`src/rtl/spi_word_rx.sv`:
```
// SPI mode-0 slave front end: synchronises nCS/SCK/MOSI into clk, assembles
// MSB-first words and queues them in a small first-word-fall-through FIFO.
//
// state    | meaning
// ST_IDLE  | cs_s high or receiver not armed; bit counter held at 0
// ST_SHIFT | cs_s low and armed; each sck_rise shifts in one MOSI bit
module spi_word_rx #(
  parameter int WIDTH       = 16,
  parameter int FIFO_DEPTH  = 4,
  parameter int SYNC_STAGES = 2
) (
  input  logic             clk,
  input  logic             nRST,
  input  logic             nCS,
  input  logic             SCK,
  input  logic             MOSI,
  output logic [WIDTH-1:0] word_data,
  output logic             word_valid,
  input  logic             word_ready,
  output logic             overflow,
  output logic             frame_err,
  output logic             busy
);

  localparam int CW   = $clog2(WIDTH);
  localparam int PW   = $clog2(FIFO_DEPTH);
  localparam int CNTW = PW + 1;

  localparam logic [0:0] ST_IDLE  = 1'b0;
  localparam logic [0:0] ST_SHIFT = 1'b1;

  logic [SYNC_STAGES-1:0] cs_sync_q, cs_sync_d;
  logic [SYNC_STAGES-1:0] sck_sync_q, sck_sync_d;
  logic [SYNC_STAGES-1:0] mosi_sync_q, mosi_sync_d;
  logic [SYNC_STAGES-1:0] fill_q, fill_d;
  logic                   sck_d_q, sck_d_d;
  logic                   cs_d_q, cs_d_d;
  logic                   armed_q, armed_d;
  logic [WIDTH-2:0]       shift_q, shift_d;
  logic [CW-1:0]          bit_cnt_q, bit_cnt_d;
  logic                   frame_err_q, frame_err_d;
  logic                   overflow_q, overflow_d;
  logic [WIDTH-1:0]       mem_q [FIFO_DEPTH];
  logic [WIDTH-1:0]       mem_d [FIFO_DEPTH];
  logic [PW-1:0]          wr_ptr_q, wr_ptr_d;
  logic [PW-1:0]          rd_ptr_q, rd_ptr_d;
  logic [CNTW-1:0]        count_q, count_d;

  logic             cs_s, sck_s, mosi_s;
  logic             sck_rise;
  logic [0:0]       rx_state;
  logic [WIDTH-1:0] push_word;
  logic             push, pop, full, push_ok;

  assign cs_s   = cs_sync_q[SYNC_STAGES-1];
  assign sck_s  = sck_sync_q[SYNC_STAGES-1];
  assign mosi_s = mosi_sync_q[SYNC_STAGES-1];

  // fill_q marks when cs_s carries a real pin sample rather than the reset
  // preload, so a frame already running at reset release cannot arm us.
  always_comb begin
    cs_sync_d   = {cs_sync_q[SYNC_STAGES-2:0], nCS};
    sck_sync_d  = {sck_sync_q[SYNC_STAGES-2:0], SCK};
    mosi_sync_d = {mosi_sync_q[SYNC_STAGES-2:0], MOSI};
    fill_d      = {fill_q[SYNC_STAGES-2:0], 1'b1};
    sck_d_d     = sck_s;
    cs_d_d      = cs_s;
    armed_d     = armed_q | (cs_s & fill_q[SYNC_STAGES-1]);
  end

  assign sck_rise  = sck_s & ~sck_d_q;
  assign rx_state  = (armed_q && !cs_s) ? ST_SHIFT : ST_IDLE;
  assign push_word = {shift_q, mosi_s};

  always_comb begin
    shift_d   = shift_q;
    bit_cnt_d = bit_cnt_q;
    push      = 1'b0;
    case (rx_state)
      ST_SHIFT: begin
        if (sck_rise) begin
          shift_d = push_word[WIDTH-2:0];
          if (bit_cnt_q == CW'(WIDTH - 1)) begin
            push      = 1'b1;
            bit_cnt_d = '0;
          end else begin
            bit_cnt_d = bit_cnt_q + CW'(1);
          end
        end
      end
      default: bit_cnt_d = '0;
    endcase
    frame_err_d = cs_s & ~cs_d_q & (bit_cnt_q != '0);
  end

  assign word_valid = (count_q != '0);
  assign full       = (count_q == CNTW'(FIFO_DEPTH));
  assign pop        = word_valid & word_ready;
  // A push into a full FIFO still lands when the head leaves in the same cycle.
  assign push_ok    = push & (~full | pop);

  always_comb begin
    mem_d    = mem_q;
    wr_ptr_d = wr_ptr_q;
    rd_ptr_d = rd_ptr_q;
    count_d  = count_q;
    if (push_ok) begin
      mem_d[wr_ptr_q] = push_word;
      wr_ptr_d        = wr_ptr_q + PW'(1);
    end
    if (pop) begin
      rd_ptr_d = rd_ptr_q + PW'(1);
    end
    case ({push_ok, pop})
      2'b10:   count_d = count_q + CNTW'(1);
      2'b01:   count_d = count_q - CNTW'(1);
      default: count_d = count_q;
    endcase
    overflow_d = overflow_q | (push & full & ~pop);
  end

  always_ff @(posedge clk) begin
    if (!nRST) begin
      cs_sync_q   <= '1;
      sck_sync_q  <= '0;
      mosi_sync_q <= '0;
      fill_q      <= '0;
      sck_d_q     <= 1'b0;
      cs_d_q      <= 1'b1;
      armed_q     <= 1'b0;
      shift_q     <= '0;
      bit_cnt_q   <= '0;
      frame_err_q <= 1'b0;
      overflow_q  <= 1'b0;
      mem_q       <= '{default: '0};
      wr_ptr_q    <= '0;
      rd_ptr_q    <= '0;
      count_q     <= '0;
    end else begin
      cs_sync_q   <= cs_sync_d;
      sck_sync_q  <= sck_sync_d;
      mosi_sync_q <= mosi_sync_d;
      fill_q      <= fill_d;
      sck_d_q     <= sck_d_d;
      cs_d_q      <= cs_d_d;
      armed_q     <= armed_d;
      shift_q     <= shift_d;
      bit_cnt_q   <= bit_cnt_d;
      frame_err_q <= frame_err_d;
      overflow_q  <= overflow_d;
      mem_q       <= mem_d;
      wr_ptr_q    <= wr_ptr_d;
      rd_ptr_q    <= rd_ptr_d;
      count_q     <= count_d;
    end
  end

  assign word_data = word_valid ? mem_q[rd_ptr_q] : '0;
  assign overflow  = overflow_q;
  assign frame_err = frame_err_q;
  assign busy      = armed_q & ~cs_s;

endmodule

```
`config.mk`:
```
export PLATFORM = sky130hd
export DESIGN_NAME = spi_word_rx
export DESIGN_NICKNAME = d
export VERILOG_FILES = /design/src/rtl/spi_word_rx.sv
export SDC_FILE = /design/constraint.sdc
export NUM_CORES = 1
export LEC_CHECK = 0
export CAP_MARGIN = 20
export CORE_UTILIZATION = 51
export CTS_BUF_LIST = sky130_fd_sc_hd__clkbuf_8
export DETAILED_ROUTE_END_ITERATION = 16
export HOLD_SLACK_MARGIN = 0.1
export PLACE_DENSITY = 0.7
export SETUP_SLACK_MARGIN = 0.4
export SLEW_MARGIN = 20
export SYNTH_ARGS = -nofsm -noshare
export SYNTH_HDL_FRONTEND = slang
export SYNTH_SLANG_ARGS = --single-unit
```
`constraint.sdc`:
```
create_clock -name clk -period 3.7 [get_ports clk]
set_clock_uncertainty 0.15 [all_clocks]
set_input_delay 0.74 -clock clk [delete_from_list [all_inputs] [get_ports clk]]
set_output_delay 0.74 -clock clk [all_outputs]
set_load 0.01 [all_outputs]
```
==> out/qor.csv, run 1 <==
metric,value,unit
Hold Crit Start,cs_d_q,
WP data required,3820,ps
R2R Path Start,bit_cnt_q[0],
Wirelength per Cell,14.5,microns
Die Span X,95.9,microns
# IOs,26,
Hold Slack,260,ps
Netlist cell types,36,
setup bufs post-CTS,0,
Iter 0 DRT Violations,78,
hpwl dp,5420,microns
final hold vios,0,
Final Cycle Share,83.8,%
crit path kind,in -> reg,
async set-reset flop share out of synthesis,0,%
"most common cell after layout, fill and taps aside",nand2_1,
Int Pwr,0.00145,W
Final Max Slew Viols,0,
TritonCTS clock tree,built,
net load switching power,0.000392,W
number of CTS-inserted buffers,9,
"Reg clk slew, reported paths",90,ps
Area contributors post-synth,"dfxtp_1 (46%), mux2i_1 (15%), nand2_1 (9.7%), mux4_2 (8.0%), a21boi_0 (2.7%)",
total of max-cap violations,0,
GR Util met3,3.08,%
critical path startpoint,word_ready,
setup tns final,0,ps
critical path data arrival time,3220,ps
clk sinks,103,
setup violators final,0,
Die Area,9190,sq um
Synth area leader,dfxtp_1,
pwr/cell area,373,nW/um^2
vias,2987,
initial antenna violation count,0,
CP dominant cell by count,inv_1,
Max Fanout on Critical Path,3,
maximum number of pins on one net before global-route repair,55,
Max Fclk,322,MHz
gr usage total,19.0,%
Pwr Total,0.00185,W
YS warnings,0,
crit-path max cell delay,490,ps
global-route wire length before repair,13200,microns
CP Capture Type,flop,
Logic pwr share,1.9,%
Min-Delay Path Class,reg -> reg,
hold-fix buffers at CTS,0,
RSZ-0062 raised after global routing,no,
Vias/cell,5.35,
Die Ht,95.9,microns
placed insts,543,
CP startpoint kind,primary input,
Root Buffer,clkbuf_8,
GRT Max-Usage Layer,met2,
Final GP Congestion,0.714,
CTS max path bufs,2,
predominant post-synthesis flop cell,dfxtp_1,
Switching Share,21.2,%
Flop pwr share,60.5,%
Post-route DRC,0,
DRT Pass-1 Iters,4,
Synthesized Nets,446,
"EDFF count, synth",0,
Peak VDD IR,0.000157,V
fin nets,463,
Least-Margin Pin Slew,654,ps
vias in the first global route,2852,
starting density of the core,53.6,%
share of layout cells above drive strength 1,10.6,%
"Seq/Total Area, Yosys",45.9,%
htree depth,3,
non-filler instance count after layout,558,
Port Buf Inserts,25,
Synth top area share,45.9,%
status,completed,
Post-Synthesis Cells,432,
CP max-delay cell,or4b_1,
Area Growth Syn to Fin,10.2,%
syn_area_per_cell,10.4,sq um
CP cell instances,clkdlybuf4s50_1 > or4b_1 > and3_2 > inv_1 > ha_1 > inv_1 > fa_1 > xor2_1 > or3_1 > a21boi_0,
core box area,8380,sq um
Post-DRT Antenna Nets,0,
max_slew headroom,56.2,%
Post-CTS Resized,0,
met1 global-route usage,24.0,%
Row Count,33,
final WL,8090,microns
"commonest non-fill, non-tap cells in the layout","nand2_1 (116), dfxtp_1 (103), mux2i_1 (67), clkdlybuf4s50_1 (24), nor2b_1 (18)",
minimum clock period,3100,ps
n_diodes,0,
Yosys reg bits,103,
Leakage,2.05,nW
Clock Latency Late Sink,350,ps
clock network power share,37.6,%
met2 Use GR,33.0,%
GRT overflow,0,
Mapped Area,4490,sq um
[synth_stat cells (3+ instances only)]
cell type	instances
mux2i_1	67
o21ai_0	3
nand2b_1	4
nand4_4	4
and2_1	10
mux4_2	16
nand2_1	116
ha_1	7
inv_1	11
buf_12	4
dfxtp_1	103
nor2_1	4
clkbuf_1	17
xnor2_1	5
buf_2	5
nor2b_1	18
a21boi_0	16
[per-stage QoR]
step	setup slack (ps)	area (sq um)	utilization [%]
finish	598	4950	59.1
global route	433	4950	59.1
CTS	600	4950	59.1
detailed placement	235	4760	56.8
global placement	368	4760	56.8
floorplan	697	4490	-
[worst max-delay path: cells and delay by family]
family	cells	cell delay [ps]
buffers and inverters	3	570
XOR/XNOR	1	160
AND/OR/NAND/NOR	3	1030
adder cells (fa/ha/maj)	2	550
AO/OA/AOI/OAI	1	180
[sequential cells by signal (all words and copies together) (netlist names)]
name and count:
overflow 1, armed_q 1, count_q 3, fill_q 2
mosi_sync_q 2, cs_sync_q 2, frame_err 1, wr_ptr_q 2
bit_cnt_q 4, mem_q 64, cs_d_q 1, rd_ptr_q 2
sck_d_q 1, shift_q 15, sck_sync_q 2
[power groups by stage]
stage / sequential (W) / combinational (W) / clock, W
4_1_cts: 0.00112 / 0.0000354 / 0.000713
3_5_place_dp: 0.00114 / 0.0000354 / 0
3_3_place_gp: 0.00114 / 0.0000351 / 0
5_1_grt: 0.00112 / 0.0000386 / 0.000751
6_report: 0.00112 / 0.0000350 / 0.000695
2_1_floorplan: 0.00114 / 0.0000244 / 0
[logic make-up (layout without fill, tap and decap cells)]
| logic type | Yosys count | after routing | share of synthesized area, % |
|---|---|---|---|
| fa+ha+maj | 8 | 8 | 2.39 |
| xor+xnor | 6 | 6 | 1.17 |
| compound gates | 26 | 26 | 4.12 |
| flops | 103 | 103 | 45.9 |
| mux | 83 | 83 | 22.9 |
| simple gates | 168 | 168 | 18.5 |
| buf+inv | 38 | 59 | 4.93 |
[cell type report]
type / count / area [sq um]
Inverter: 11 / 41.3
Multi-Input combinational cell: 291 / 2210
Sequential cell: 103 / 2060
Timing Repair Buffer: 33 / 308
Clock inverter: 5 / 56.3
Clock buffer: 10 / 138
Fill cell: 729 / 3430
Tap cell: 105 / 131
[routing by layer]
metal / routed length, microns / up-vias
met3: 142 / 7
li1: - / 1479
met2: 4030 / 33
met5: 0 / -
met4: 72 / 0
met1: 3850 / 1468
[final timing paths]
path                                    to  slack (ps)  cells past startpoint
worst min register to register   frame_err         260                      1
worst max-delay path            count_q[2]         600                     10
worst max register to register  count_q[2]         950                     10
worst min-delay path             frame_err         260                      1
No activity file was read; power rests on OpenSTA's default activity.
==> inputs of run 2 (changes only) <==
--- a/config.mk
+++ b/config.mk
@@ -10,7 +10,7 @@
 export CTS_BUF_LIST = sky130_fd_sc_hd__clkbuf_8
 export DETAILED_ROUTE_END_ITERATION = 16
 export HOLD_SLACK_MARGIN = 0.1
-export PLACE_DENSITY = 0.7
+export PLACE_DENSITY = 0.73
 export SETUP_SLACK_MARGIN = 0.4
 export SLEW_MARGIN = 20
 export SYNTH_ARGS = -nofsm -noshare
==> constraint.sdc (replaced) <==
create_clock -name clk -period 2.85 [get_ports clk]
set_clock_uncertainty 0.15 [all_clocks]
set_input_delay 0.57 -clock clk [delete_from_list [all_inputs] [get_ports clk]]
set_output_delay 0.57 -clock clk [all_outputs]
set_load 0.01 [all_outputs]
==> run 2 against run 1 <==
Against the previous run: clock-buffer cell count shrank 1; via count is the same; global-route usage grew 0.94 points; setup slack lost 250 ps; power grew 33%; register-to-register slack lost 540 ps.
==> out/qor.csv, run 2 (synthesis gave the netlist of run 1 again) <==
metric,value,unit,change
Worst Reg-to-Reg Cells,9,,was 10
hold path depth,1,,unchanged
gr usage total,20.0,%,was 19.0%
starting density of the core,53.6,%,unchanged
Iter 0 DRT Violations,116,,was 78
Largest register FFs,64,,unchanged
CP cell instances,dlygate4sd2_1 > or4b_4 > and3_4 > inv_2 > ha_4 > inv_2 > fa_2 > xor2_1 > or3_1 > a21boi_1,,was clkdlybuf4s50_1 > or4b_1 > and3_2 > inv_1 > ha_1 > inv_1 > fa_1 > xor2_1 > or3_1 > a21boi_0
TritonCTS clock tree,built,,unchanged
core box area,8380,sq um,unchanged
n_diodes,0,,unchanged
Max Fclk,400,MHz,
pre-CTS setup slack,-179,ps,was 235 ps
Peak VDD IR,0.000224,V,was 0.000157 V
CP startpoint kind,primary input,,unchanged
global-route wire length before repair,13700,microns,was 13200 microns
Least-Margin Pin Slew,730,ps,was 654 ps
top register by number of flip-flops,mem_q,,unchanged
CP Capture Type,flop,,unchanged
crit-path max cell delay,510,ps,was 490 ps
Min-Delay Path Class,reg -> reg,,unchanged
maximum number of pins on one net before global-route repair,55,,unchanged
Leakage,2.18,nW,was 2.05 nW
clk sinks,103,,unchanged
setup ws final,352,ps,was 598 ps
critical path data arrival time,2650,ps,was 3220 ps
final hold vios,0,,unchanged
hpwl dp,5420,microns,about the same
largest registers,"mem_q (64), shift_q (15), bit_cnt_q (4)",,unchanged
"Reg clk slew, reported paths",90,ps,about the same
DRT Pass-1 Iters,4,,unchanged
pwr/cell area,479,nW/um^2,was 373 nW/um^2
final WL,8410,microns,was 8090 microns
CP dominant cell by count,inv_2,,was inv_1
initial antenna violation count,0,,unchanged
Final Cycle Share,87.6,%,
Post-DRT Antenna Nets,0,,unchanged
max_slew headroom,51.1,%,was 56.2%
Die Span X,95.9,microns,unchanged
share of layout cells above drive strength 1,18.8,%,was 10.6%
RSZ-0062 raised after global routing,yes,,was no
total of max-cap violations,0,,unchanged
placed inst area,4830,sq um,was 4760 sq um
Post-route DRC,0,,unchanged
htree depth,3,,unchanged
# IOs,26,,unchanged
Wirelength per Cell,14.8,microns,was 14.5 microns
WP data required,3000,ps,was 3820 ps
"commonest non-fill, non-tap cells in the layout","nand2_1 (116), dfxtp_1 (101), mux2i_1 (67), mux4_2 (16), a21boi_0 (15)",,"was nand2_1 (116), dfxtp_1 (103), mux2i_1 (67), clkdlybuf4s50_1 (24), nor2b_1 (18)"
Pwr Total,0.00246,W,was 0.00185 W
CP max-delay cell,or4b_4,,was or4b_1
setup violators final,0,,unchanged
Final Util,61.3,%,was 59.1%
fin nets,473,,was 463
Die Ht,95.9,microns,unchanged
Root Buffer,clkbuf_8,,unchanged
GRT overflow,0,,unchanged
Die Area,9190,sq um,unchanged
Area Growth Syn to Fin,14.3,%,was 10.2%
vias,2987,,unchanged
Clock Latency Late Sink,360,ps,was 350 ps
Max Fanout on Critical Path,2,,was 3
Final Cell Area,5140,sq um,was 4950 sq um
Port Buf Inserts,25,,unchanged
setup tns final,0,ps,unchanged
"most common cell after layout, fill and taps aside",nand2_1,,unchanged
Final GP Congestion,0.715,,was 0.714
vias in the first global route,2845,,was 2852
Vias/cell,5.25,,was 5.35
minimum clock period,2500,ps,
crit path kind,in -> reg,,unchanged
status,completed,,unchanged
CTS max path bufs,2,,unchanged
Row Count,33,,unchanged
number of CTS-inserted buffers,9,,unchanged
Final Max Slew Viols,0,,unchanged
-- run 2: cell types whose count changed in the layout (fill, tap and decap cells not counted), sizes merged --
cell           delta
buf              +25
bufinv            +1
clkdlybuf4s50    -17
clkinv            +2
dlygate4sd2       +1
inv               -1
-- run 2: routing by layer --
layer	vias up	wire [microns]	global-route usage, %
li1	1501	-	-
met1	1445	4080	25.8
met2	29	4060	33.5
met3	12	179	4.50
met4	0	95	5.60
met5	-	0	0
-- run 2: where the power goes --
part | total [W] | switching (W) | internal [W] | leakage [nW]
Combinational | 0.0000479 | 0.0000290 | 0.0000189 | 1.24
Sequential | 0.00145 | 0.00000442 | 0.00144 | 0.833
Clock | 0.000964 | 0.000476 | 0.000488 | 0.109
-- run 2: final timing paths --
check / slack, ps / end / from
max: 350 / count_q[2] / word_ready
min: 250 / frame_err / cs_d_q
max reg2reg: 410 / count_q[2] / count_q[0]
min reg2reg: 250 / frame_err / cs_d_q
-- run 2: what timing repair did --
item,4_1_cts,5_1_grt
gates resized for setup,73,14
endpoints found under the setup margin,19,16
pin swaps,4,1
buffers inserted,4,2
cloned,1,0
hold buffers,0,0
-- run 2: cell type report --
type,count,area [sq um]
Fill cell,696,3250
Inverter,11,41.3
Clock inverter,7,87.6
Timing Repair Buffer,43,417
Sequential cell,103,2070
Multi-Input combinational cell,291,2270
Clock buffer,9,124
Tap cell,105,131
-- run 2: worst max-delay path, delay by kind of cell --
| kind | cells | cell delay, ps |
|---|---|---|
| and+or+nand+nor | 3 | 990 |
| adders and majority gates | 2 | 450 |
| buffers and inverters | 3 | 340 |
| xor gates and xnor gates | 1 | 170 |
| AOI/OAI and AO/OA | 1 | 110 |
-- run 2: metrics by stage --
step / std cells / hold WS [ps]
2_1_floorplan: 432 / 220
3_3_place_gp: 546 / 228
3_5_place_dp: 546 / 242
4_1_cts: 567 / 255
5_1_grt: 569 / 276
6_report: 569 / 251
==> inputs of run 3 (changes only) <==
--- a/config.mk
+++ b/config.mk
@@ -8,6 +8,7 @@
 export CAP_MARGIN = 20
 export CORE_UTILIZATION = 51
 export CTS_BUF_LIST = sky130_fd_sc_hd__clkbuf_8
+export CTS_CLUSTER_SIZE = 24
 export DETAILED_ROUTE_END_ITERATION = 16
 export HOLD_SLACK_MARGIN = 0.1
 export PLACE_DENSITY = 0.73
==> results of run 3 <==
The final DEF is identical to that of run 2; final timing and power are the same.
